### src/rtl/div_rem_if.sv
// Handshake and operand/result bundle between the control unit and the
// multi-cycle divide/remainder sequencer.
interface div_rem_if #(
  parameter int WIDTH = 32
);
  logic             start;
  logic [1:0]       op;
  logic [WIDTH-1:0] dividend;
  logic [WIDTH-1:0] divisor;
  logic             busy;
  logic             done;
  logic             stall;
  logic [WIDTH-1:0] result;

  modport master (
    output start, op, dividend, divisor,
    input  busy, done, stall, result
  );

  modport slave (
    input  start, op, dividend, divisor,
    output busy, done, stall, result
  );
endinterface

### src/rtl/div_rem_sequencer.sv
// Radix-2 restoring divider for DIV/DIVU/REM/REMU: one quotient bit per clock,
// RISC-V special cases (divide by zero, signed overflow) handled without trapping.
module div_rem_sequencer #(
  parameter int WIDTH        = 32,
  parameter bit FAST_SPECIAL = 1'b1
) (
  input logic     clk,
  input logic     reset,
  div_rem_if.slave bus
);

  localparam int               CW      = (WIDTH > 1) ? $clog2(WIDTH) : 1;
  localparam logic [CW-1:0]    LAST    = CW'(WIDTH - 1);
  localparam logic [CW-1:0]    ONE_C   = {{(CW-1){1'b0}}, 1'b1};
  localparam logic [CW-1:0]    ZERO_C  = {CW{1'b0}};
  localparam logic [WIDTH-1:0] ZERO    = {WIDTH{1'b0}};
  localparam logic [WIDTH-1:0] ONES    = {WIDTH{1'b1}};
  localparam logic [WIDTH-1:0] MIN_NEG = {1'b1, {(WIDTH-1){1'b0}}};

  typedef enum logic [1:0] {
    IDLE = 2'd0,
    CALC = 2'd1,
    DONE = 2'd2
  } state_t;

  state_t state;
  state_t next_state;

  logic             want_rem;
  logic             neg_q;
  logic             neg_r;
  logic             div0;
  logic             ovf;
  logic [WIDTH-1:0] orig_a;
  logic [WIDTH-1:0] dsr;
  logic [WIDTH-1:0] rem;
  logic [WIDTH-1:0] quo;
  logic [WIDTH-1:0] result;
  logic [CW-1:0]    count;

  logic             accept;
  logic             signed_op;
  logic             a_neg;
  logic             b_neg;
  logic             in_div0;
  logic             in_ovf;
  logic             in_special;
  logic [WIDTH-1:0] a_abs;
  logic [WIDTH-1:0] b_abs;
  logic [WIDTH-1:0] sp_result;

  // Decode the request: absolute operands, signs and special-case detection.
  always_comb begin
    accept     = (state == IDLE) && bus.start;
    signed_op  = ~bus.op[0];
    a_neg      = signed_op & bus.dividend[WIDTH-1];
    b_neg      = signed_op & bus.divisor[WIDTH-1];
    a_abs      = a_neg ? (ZERO - bus.dividend) : bus.dividend;
    b_abs      = b_neg ? (ZERO - bus.divisor) : bus.divisor;
    in_div0    = (bus.divisor == ZERO);
    in_ovf     = signed_op && (bus.dividend == MIN_NEG) && (bus.divisor == ONES);
    in_special = in_div0 | in_ovf;
    if (in_div0) begin
      sp_result = bus.op[1] ? bus.dividend : ONES;
    end else begin
      sp_result = bus.op[1] ? ZERO : bus.dividend;
    end
  end

  logic [WIDTH:0]   shifted;
  logic [WIDTH:0]   trial;
  logic             fits;
  logic [WIDTH-1:0] rem_step;
  logic [WIDTH-1:0] quo_step;
  logic [WIDTH-1:0] q_final;
  logic [WIDTH-1:0] r_final;
  logic [WIDTH-1:0] calc_result;

  // One restoring step plus the sign fixup / special override used on the last step.
  // The partial remainder never exceeds the divisor, so the trial's top bit is the borrow.
  always_comb begin
    shifted  = {rem, quo[WIDTH-1]};
    trial    = shifted - {1'b0, dsr};
    fits     = ~trial[WIDTH];
    rem_step = fits ? trial[WIDTH-1:0] : shifted[WIDTH-1:0];
    quo_step = {quo[WIDTH-2:0], fits};
    if (div0) begin
      q_final = ONES;
      r_final = orig_a;
    end else if (ovf) begin
      q_final = orig_a;
      r_final = ZERO;
    end else begin
      q_final = neg_q ? (ZERO - quo_step) : quo_step;
      r_final = neg_r ? (ZERO - rem_step) : rem_step;
    end
    calc_result = want_rem ? r_final : q_final;
  end

  // Next-state logic.
  always_comb begin
    next_state = state;
    case (state)
      IDLE: begin
        if (accept) begin
          next_state = (FAST_SPECIAL && in_special) ? DONE : CALC;
        end else begin
          next_state = IDLE;
        end
      end
      CALC: begin
        if (count == ZERO_C) begin
          next_state = DONE;
        end else begin
          next_state = CALC;
        end
      end
      DONE:    next_state = IDLE;
      default: next_state = IDLE;
    endcase
  end

  // State register.
  always_ff @(posedge clk or posedge reset) begin
    if (reset) begin
      state <= IDLE;
    end else begin
      state <= next_state;
    end
  end

  // Operand capture, iteration datapath and result register.
  always_ff @(posedge clk or posedge reset) begin
    if (reset) begin
      want_rem <= 1'b0;
      neg_q    <= 1'b0;
      neg_r    <= 1'b0;
      div0     <= 1'b0;
      ovf      <= 1'b0;
      orig_a   <= ZERO;
      dsr      <= ZERO;
      rem      <= ZERO;
      quo      <= ZERO;
      count    <= ZERO_C;
      result   <= ZERO;
    end else if (accept) begin
      want_rem <= bus.op[1];
      neg_q    <= a_neg ^ b_neg;
      neg_r    <= a_neg;
      div0     <= in_div0;
      ovf      <= in_ovf;
      orig_a   <= bus.dividend;
      dsr      <= b_abs;
      rem      <= ZERO;
      quo      <= a_abs;
      count    <= LAST;
      if (FAST_SPECIAL && in_special) begin
        result <= sp_result;
      end
    end else if (state == CALC) begin
      rem   <= rem_step;
      quo   <= quo_step;
      count <= count - ONE_C;
      if (count == ZERO_C) begin
        result <= calc_result;
      end
    end
  end

  assign bus.busy   = (state == CALC) || (state == DONE);
  assign bus.done   = (state == DONE);
  assign bus.stall  = accept || (state == CALC);
  assign bus.result = result;

endmodule

### src/flat_wrapper.sv
// flat-port wrapper written by rule: the top's interface ports become plain ports
module div_rem_sequencer_flat 
#(
  parameter int WIDTH        = 32,
  parameter bit FAST_SPECIAL = 1'b1
)
  (clk, reset, bus_start, bus_op, bus_dividend, bus_divisor, bus_busy, bus_done, bus_stall, bus_result);
  div_rem_if #(.WIDTH(WIDTH)) bus_i ();
  input logic clk;
  input logic reset;
  input wire logic [$bits(bus_i.start)-1:0] bus_start;
  input wire logic [$bits(bus_i.op)-1:0] bus_op;
  input wire logic [$bits(bus_i.dividend)-1:0] bus_dividend;
  input wire logic [$bits(bus_i.divisor)-1:0] bus_divisor;
  output wire logic [$bits(bus_i.busy)-1:0] bus_busy;
  output wire logic [$bits(bus_i.done)-1:0] bus_done;
  output wire logic [$bits(bus_i.stall)-1:0] bus_stall;
  output wire logic [$bits(bus_i.result)-1:0] bus_result;
  assign bus_i.start = bus_start;
  assign bus_i.op = bus_op;
  assign bus_i.dividend = bus_dividend;
  assign bus_i.divisor = bus_divisor;
  assign bus_busy = bus_i.busy;
  assign bus_done = bus_i.done;
  assign bus_stall = bus_i.stall;
  assign bus_result = bus_i.result;
  div_rem_sequencer #(.WIDTH(WIDTH), .FAST_SPECIAL(FAST_SPECIAL)) u_core (.clk(clk), .reset(reset), .bus(bus_i));
endmodule
### config.mk
export PLATFORM = sky130hd
export DESIGN_NAME = div_rem_sequencer_flat
export DESIGN_NICKNAME = d
export VERILOG_FILES = /design/src/rtl/div_rem_if.sv /design/src/rtl/div_rem_sequencer.sv /design/src/flat_wrapper.sv
export SDC_FILE = /design/constraint.sdc
export NUM_CORES = 1
export LEC_CHECK = 0
export ABC_AREA = 1
export BUFFER_PORTS_ARGS = -buffer_cell sky130_fd_sc_hd__buf_4
export CAP_MARGIN = 15
export CORE_MARGIN = 5
export CORE_UTILIZATION = 57
export CTS_CLUSTER_DIAMETER = 50
export DETAILED_ROUTE_END_ITERATION = 16
export PLACE_DENSITY_LB_ADDON = 0.25
export SYNTH_ARGS = -nofsm -noshare
export SYNTH_HDL_FRONTEND = slang
export SYNTH_SLANG_ARGS = --single-unit
### constraint.sdc
create_clock -name clk -period 5.1 [get_ports clk]
set_input_delay 0.255 -clock clk [delete_from_list [all_inputs] [get_ports clk]]
set_output_delay 0.255 -clock clk [all_outputs]
set_load 0.03 [all_outputs]
# ---- Word-level counts from Yosys, hierarchy flattened
# Index checks and enable logic that the tools add are counted.
dict set report word_totals {
  ff_bits 172
  input_bits 69
  out_inout_bits 35
  word_cells 67
}
dict set report op_classes {
  addsub 6
  n_eq_ne 5
  muxes 27
  bitwise 6
  n_reduce_logical 11
}
# cell n
set op_table {}
lappend op_table {{two-way mux 32 bit} 21}
lappend op_table {{subtractor 1 x 32 -> 32 bit (first input constant)} 4}
lappend op_table {{== test 32 bit (second input constant)} 2}
lappend op_table {{subtractor 33 x 32 -> 33 bit} 1}
lappend op_table {{logical NOT 32 bit} 1}
lappend op_table {{two-way mux 5 bit} 2}
lappend op_table {{two-way mux 2 bit} 3}
lappend op_table {{logical NOT 5 bit} 1}
lappend op_table {{subtractor 5 x 1 -> 5 bit (second input constant)} 1}
lappend op_table {{case mux 2 bit (2 select lines)} 1}
lappend op_table {{nonzero test 2 bit} 2}
lappend op_table {{logical AND 1 bit} 3}
lappend op_table {{AND reduction 3 bit} 1}
lappend op_table {{bitwise AND 1 bit} 2}
lappend op_table {{== test 2 x 1 -> 1 bit (second input constant)} 1}
lappend op_table {{== test 2 bit (second input constant)} 1}
lappend op_table {{logical NOT 2 bit} 1}
lappend op_table {{logical OR 1 bit} 2}
lappend op_table {{inequality test 2 bit (second input constant)} 1}
lappend op_table {{NOT 1 bit} 2}
lappend op_table {{OR 1 bit} 1}
lappend op_table {{bitwise XOR 1 bit} 1}

# ---- Longest topological paths before layout
# Gate-level depths: netlist of the first run.
dict set report logic_depth {
  depth_word 10
  depth_mapped 33
  depth_no_buf 31
}

# ---- Worst setup path before layout of the first run
# Ideal clock, no wire load.
dict set report synth_timing {
  path_type {register to register}
  from {register u_core.quo[31]}
  to {register u_core.result[28] (netlist: u_core.bus.result[28])}
  setup_time_ns 0.077
  arrival_ns 4.029
  t_required_ns 5.023
  setup_slack_ns 0.993
  path_stages_with_launch 34
  path_buffers 2
  period_less_slack_ns 4.107
  cell_sequence {dfrtp_1 -> inv_1 -> ha_1 -> fa_1 -> inv_1 -> nand2_1 -> nand2_1 -> nand3_1 -> nand2_2 -> nand2_4 -> nand2_4 -> nand2_4 -> nand2_4 -> nand2_4 -> nand2_8 -> buf_12 -> buf_8 -> ha_1 -> inv_1 -> nor3_1 -> nand2_1 -> nor2_1 -> nand3_1 -> inv_1 -> nand4_1 -> nor3_2 -> a21oi_1 -> nor2_1 -> o21ai_0 -> nand2_1 -> nand3_1 -> a31oi_1 -> nand2_1 -> a21oi_1}
}
dict set report synth_via {
  elab_chain_cells 10
  elab_cells_between_ends 15
  cone_classes {add/sub: 3; mux: 11; bitwise: 1}
}
# element line
set synth_lines {}
lappend synth_lines {{from (decl)} div_rem_sequencer.sv:37} ;# logic [WIDTH-1:0] quo;
lappend synth_lines {{from (signal assigned)} div_rem_sequencer.sv:155} ;# quo <= a_abs;
lappend synth_lines {{from (signal assigned)} div_rem_sequencer.sv:162} ;# quo <= quo_step;
lappend synth_lines {{subtractor 33 x 32 -> 33 bit} div_rem_sequencer.sv:83} ;# trial = shifted - {1'b0, dsr};
lappend synth_lines {{two-way mux 32 bit / NOT 1 bit (equally long branches)} {div_rem_sequencer.sv:85, div_rem_sequencer.sv:84}}
lappend synth_lines {{subtractor 1 x 32 -> 32 bit, on equally long branches} {div_rem_sequencer.sv:95, div_rem_sequencer.sv:94}}
lappend synth_lines {{two-way mux 32 bit, on equally long branches} {div_rem_sequencer.sv:95, div_rem_sequencer.sv:94}}
lappend synth_lines {{two-way mux 32 bit} div_rem_sequencer.sv:90} ;# end else if (ovf) begin
lappend synth_lines {{two-way mux 32 bit} div_rem_sequencer.sv:87} ;# if (div0) begin
lappend synth_lines {{two-way mux 32 bit (*)} div_rem_sequencer.sv:97} ;# calc_result = want_rem ? r_final : q_final;
lappend synth_lines {{two-way mux 32 bit (*)} div_rem_sequencer.sv:164} ;# if (count == ZERO_C) begin
lappend synth_lines {{two-way mux 32 bit (*)} div_rem_sequencer.sv:160} ;# end else if (state == CALC) begin
lappend synth_lines {{two-way mux 32 bit (*)} div_rem_sequencer.sv:146} ;# end else if (accept) begin
lappend synth_lines {{to (signal assigned)} div_rem_sequencer.sv:158} ;# result <= sp_result;
lappend synth_lines {{to (signal assigned)} div_rem_sequencer.sv:165} ;# result <= calc_result;
lappend synth_lines {{to (decl)} div_rem_sequencer.sv:38} ;# logic [WIDTH-1:0] result;
# Mark *: on every way between the ends. The rest lies on a longest branch, timed or not. The select of a mux whose other input is x is not followed.
# A chain may end at the register's enable or synchronous reset.

# ---- Worst setup path in the final report of the first run
# Same ends and word-level chain as after synthesis.

==> results.json, run 1 <==
{
  "htreeDepth": 4,
  "synth.net_count": 2581,
  "min_period_ns": 4.76,
  "worst-endpoint-arrival_ns": 5.14,
  "slew_headroom": 0.206,
  "antenna_found_initial": 0,
  "die_area_um2": 30300,
  "synth_area_um2": 15300,
  "rsz0062_at_grt": "false",
  "violations": "hold timing",
  "io_pins": 104,
  "min_path_type": "input port to asynchronous set/reset pin",
  "rows": 60,
  "placed_cells": 2840,
  "grt_pass1_wl_um": 87900,
  "grt.overflow.total": 0,
  "syn_inst": 2470,
  "die_w_um": 174,
  "cts_sinks": 172,
  "status": "complete, but fails checks",
  "drv_slew": 0,
  "cp_max_fo": 7,
  "placement.io_buffers": 103,
  "gp_congestion": 1.01,
  "finalCritPeriodShare": 0.933,
  "max_freq_ghz": 0.210,
  "synth_seq_area_share": 0.281,
  "critPathCaptureType": "flop",
  "whs_ns": -0.00309,
  "critPathSlowestCell": "fa_1",
  "crit_required_ns": 5.48,
  "nets": 2630,
  "grtUsageMet3": 0.0831,
  "clk_pin_slew_ns": 0.07,
  "cp_num_buf_inv": 4,
  "ant_nets": 0,
  "fin_cells": 2873,
  "routed_wl_um": 56300,
  "clk_path_buf_depth": 2,
  "wl_per_cell_um": 19.6,
  "ctsHoldBuffers": 0,
  "syn_avg_cell_area_um2": 6.21,
  "multi_input_area_um2": 9350,
  "syn_to_final_growth_pct": 10.3,
  "initial_core_util": 0.574,
  "dr.pass1.iters": 9,
  "post_cts_resized": 0,
  "dp_hpwl_um": 42500,
  "grtUsageMet2": 0.557,
  "worstSkewPairLatency_ns": 0.46,
  "maxCapViolations": 0,
  "hold_viol": 3,
  "drc": 0,
  "grt_max_degree": 88,
  "num_vias": 17090,
  "final_common_cell": "nand2_1",
  "ys_types": 59,
  "cts_root_buffer": "clkbuf_16",
  "antenna_cells": 0,
  "finClkSkew_ns": 0.0131,
  "grtUsageMet1": 0.516,
  "async_reset_ff_frac": 1.00,
  "final_cell_mix": "736 x nand2_1, 316 x inv_1, 251 x nor2_1, 172 x dfrtp_1, 154 x nand3_1",
  "worst_pin_slew_ns": 1.19,
  "cts-buffers-inserted": 17,
  "grt-busiest-layer": "met2",
  "synth_edf_count": 0,
  "place_ws_ns": 0.546,
  "drive_above_1_share": 0.114,
  "core_area_um2": 26700,
  "routed_via_density": 5.95,
  "grt_pass1_vias": 15751,
  "path_delay_family": "simple AND/OR/NAND/NOR gates",
  "critPathKind": "flop to flop",
  "ff_latch_area_um2": 4300,
  "setup_tns_ns": 0,
  "nFillCells": 2573,
  "gr-usage-all-layers": 0.366,
  "worst_setup_path_start_kind": "flop",
  "initialDrtViolationCount": 2206,
  "yosys_warnings": 0,
  "die_y_um": 174,
  "post_cts_buffers": 0,
  "synth_ff_type": "dfrtp_1",
  "cts_tree": "yes",
  "setup_viol": 0,
  "fin_ws_ns": 0.343,
  "synth-seq-cells": 172,
  "worst_path_largest_cell_delay_ns": 0.41
}
==> per-layer routing <==
metal,part of all wire,vias to the layer above
li1,-,8111
met1,0.43,7968
met3,0.10,137
met4,0.035,0
met5,0,-
met2,0.44,874
==> layout make-up <==
type | count | share of cell area
Clock buffer | 18 | 0.0259
Clock inverter | 14 | 0.0102
Inverter | 332 | 0.0741
Multi-Input combinational cell | 1868 | 0.552
Sequential cell | 172 | 0.254
Tap cell | 341 | 0.0252
Timing Repair Buffer | 128 | 0.0579
==> through the flow <==
step                utilization  cell area, µm²
finish                    0.633           16900
global placement          0.610           16300
global route              0.633           16900
detailed placement        0.610           16300
floorplan                     -           15300
CTS                       0.632           16900
==> sequential cells by signal (all words and copies together) (netlist names) <==
signal	count
u_core.neg_r	1
u_core.rem	32
u_core.neg_q	1
u_core.div0	1
u_core.want_rem	1
u_core.count	5
u_core.ovf	1
u_core.state	2
u_core.bus.result	32
u_core.orig_a	32
u_core.quo	32
u_core.dsr	32
==> cells in the mapped netlist (3+ instances only) <==
| library cell | instances | share of area |
|---|---|---|
| nand2_1 | 737 | 0.18 |
| inv_1 | 317 | 0.078 |
| nor2_1 | 254 | 0.062 |
| dfrtp_1 | 172 | 0.28 |
| nand3_1 | 154 | 0.050 |
| o21ai_0 | 149 | 0.049 |
| a21oi_1 | 130 | 0.042 |
| clkbuf_1 | 73 | 0.018 |
| nand2_2 | 49 | 0.020 |
| nand4_1 | 44 | 0.018 |
| ha_1 | 41 | 0.033 |
| o22ai_1 | 38 | 0.015 |
| nor3_1 | 31 | 0.010 |
| a31oi_1 | 27 | 0.011 |
| xor2_1 | 25 | 0.014 |
| a22oi_1 | 21 | 0.010 |
| xnor2_1 | 16 | 0.0091 |
| nand2_4 | 15 | 0.011 |
| nor2_2 | 15 | 0.0061 |
| o21ai_1 | 15 | 0.0049 |
| o211ai_1 | 12 | 0.0059 |
| a32oi_1 | 11 | 0.0063 |
| inv_2 | 10 | 0.0024 |
| a21oi_2 | 9 | 0.0051 |
| buf_2 | 9 | 0.0029 |
| nor4_1 | 9 | 0.0037 |
| nand3b_1 | 8 | 0.0039 |
| buf_1 | 6 | 0.0015 |
| nor3_2 | 6 | 0.0039 |
| o21bai_1 | 6 | 0.0029 |
| nand3_2 | 5 | 0.0033 |
| buf_4 | 4 | 0.0020 |
| nand3_4 | 4 | 0.0046 |
| o221ai_1 | 4 | 0.0023 |
| o311ai_0 | 4 | 0.0023 |
| and2_1 | 3 | 0.0012 |
| clkinv_1 | 3 | 0.00073 |
| o31ai_1 | 3 | 0.0015 |
| or2_2 | 3 | 0.0012 |
==> kinds of logic (layout without fill, tap and decap cells) <==
logic type	count (synthesis)	count (layout)	share of synthesized area
xor+xnor	41	41	0.0234
fa+ha+maj	42	42	0.0347
flops	172	172	0.281
simple gates	1345	1345	0.385
buf+inv	430	492	0.111
compound gates	440	440	0.166
==> worst paths after layout <==
check,start,slack [ns],cells past startpoint,to
min,reset,-0.003,2,u_core.dsr[12]$_DFFE_PP0P_
max reg2reg,u_core.quo[31]$_DFFE_PP0P_,0.34,31,u_core.bus.result[28]$_DFFE_PP0P_
min in group clk,bus_dividend[1],0.06,3,u_core.orig_a[1]$_DFFE_PP0P_
min reg2reg,u_core.dsr[17]$_DFFE_PP0P_,0.49,2,u_core.dsr[17]$_DFFE_PP0P_
max in group asynchronous,reset,3.81,3,u_core.rem[13]$_DFFE_PP0P_
max,u_core.quo[31]$_DFFE_PP0P_,0.34,31,u_core.bus.result[28]$_DFFE_PP0P_
Power of run 1 is left out: the tool's default activity adds up to more than one toggle a clock period on the data nets, which glitch-free logic cannot reach.
==> inputs of run 2 (changes only) <==
- CORE_UTILIZATION: 57 -> 63
- clock period: 5.1 -> 5 ns (I/O delays scaled with it)
==> results.json, run 2 (synthesis results as in run 1) <==
{
  "critPathCaptureType": "flop",
  "htreeDepth": 4,
  "r2r_cells": 31,
  "cp_max_fo": 7,
  "r2r_start": "u_core.quo[31]$_DFFE_PP0P_",
  "die_area_um2": 27600,
  "placed_cells": 2821,
  "syn_to_final_growth_pct": 9.79,
  "cts_root_buffer": "clkbuf_16",
  "grt.overflow.total": 0,
  "gp_congestion": 1.03,
  "routed_via_density": 6.02,
  "worst-endpoint-arrival_ns": 4.94,
  "ant_nets": 0,
  "hold_viol": 0,
  "grt_pass1_vias": 15530,
  "placement.io_buffers": 103,
  "initialDrtViolationCount": 2399,
  "finalCritPeriodShare": 0.914,
  "wl_per_cell_um": 18.7,
  "worst_path_largest_cell_delay_ns": 0.40,
  "gr-usage-all-layers": 0.375,
  "min_period_ns": 4.57,
  "setup_tns_ns": 0,
  "dp_hpwl_um": 39700,
  "num_vias": 17168,
  "slew_headroom": 0.165,
  "setup_viol": 0,
  "cts_sinks": 172,
  "status": "finished, final reports clean",
  "clk_path_buf_depth": 2,
  "worstSkewPairLatency_ns": 0.45,
  "ctsHoldBuffers": 0,
  "nFillCells": 2163,
  "fin_cells": 2853,
  "rows": 57,
  "clk_pin_slew_ns": 0.07,
  "max_freq_ghz": 0.219,
  "cts-buffers-inserted": 17,
  "worst_setup_path_start_kind": "flop",
  "die_y_um": 166,
  "multi_input_area_um2": 9360,
  "nets": 2627,
  "critPathKind": "flop to flop",
  "core_area_um2": 24200,
  "dr.pass1.iters": 8,
  "crit_required_ns": 5.37,
  "rsz0062_at_grt": "false",
  "maxCapViolations": 0,
  "final_cell_mix": "736 x nand2_1, 316 x inv_1, 251 x nor2_1, 172 x dfrtp_1, 154 x nand3_1",
  "r2r-end": "u_core.bus.result[28]$_DFFE_PP0P_",
  "grt_max_degree": 173,
  "final_common_cell": "nand2_1",
  "finClkSkew_ns": 0.0143,
  "io_pins": 104,
  "drv_slew": 0,
  "die_w_um": 166,
  "cts_tree": "yes",
  "drc": 0,
  "worst_pin_slew_ns": 1.25,
  "drive_above_1_share": 0.113,
  "initial_core_util": 0.635,
  "rrSetupSlack_ns": 0.43,
  "antenna_cells": 0,
  "min_path_type": "input port to asynchronous set/reset pin",
  "ff_latch_area_um2": 4300,
  "routed_wl_um": 53400,
  "grt_pass1_wl_um": 83700,
  "antenna_found_initial": 3,
  "critPathSlowestCell": "fa_1"
}
-- run 2: cell count changes in the layout (fill, tap and decap cells not counted), sizes merged --
cell	previous run	this run
clkinv	6	7
clkbuf	18	19
inv	336	335
clkinvlp	2	3
bufinv	2	0
buf	128	125
-- run 2: critical path: cells and delay by family, from the launching register on --
family	cells	cell delay [ns]
compound gates	4	0.60
fa+ha+maj	3	0.79
buf+inv	4	0.31
flops	1	0.32
simple gates	20	2.47
-- run 2: worst max path at each step --
| stage | start | endpoint | slack (ns) |
|---|---|---|---|
| after floorplan | reset | u_core.bus.result[0]$_DFFE_PP0P_ | 0.09 |
| after global placement | u_core.quo[31]$_DFFE_PP0P_ | u_core.bus.result[28]$_DFFE_PP0P_ | 0.58 |
| final | u_core.quo[31]$_DFFE_PP0P_ | u_core.bus.result[28]$_DFFE_PP0P_ | 0.43 |
| after detailed placement | u_core.quo[31]$_DFFE_PP0P_ | u_core.bus.result[28]$_DFFE_PP0P_ | 0.47 |
| after CTS | u_core.quo[31]$_DFFE_PP0P_ | u_core.bus.result[28]$_DFFE_PP0P_ | 0.39 |
| after global routing | u_core.quo[31]$_DFFE_PP0P_ | u_core.bus.result[28]$_DFFE_PP0P_ | 0.03 |
-- run 2: layout make-up --
type                    instances  area share
multi-input cells            1868       0.555
clock inverters                13     0.00765
clock buffers                  19      0.0263
flip-flops and latches        172       0.256
repair buffers                125      0.0565
well taps                     324      0.0241
inverters                     332      0.0745
-- run 2: per-stage QoR --
stage / setup WS [ns] / util / hold slack (ns) / area [µm²]
CTS: 0.386 / 0.696 / 0.0504 / 16800
floorplan: 0.0899 / - / 0.377 / 15300
detailed placement: 0.475 / 0.673 / 0.473 / 16300
global route: 0.0308 / 0.697 / 0.0653 / 16800
finish: 0.432 / 0.697 / 0.0562 / 16800
global placement: 0.582 / 0.673 / 0.468 / 16300
-- run 2: per-layer routing --
layer  vias up  share of wire  wire length [µm]  GRT usage
li1       8113              -                 -          -
met3       172           0.13              6850     0.0888
met2      1110           0.43             22800      0.557
met4         4          0.038              2020      0.137
met1      7769           0.41             21600      0.537
met5         -        0.00051                27          0
-- run 2: repair_timing --
action,4_1_cts,5_1_grt
buffers inserted,0,0
gates resized for setup,0,1
setup endpoints to repair,0,2
Power of run 2 is left out for the same reason.
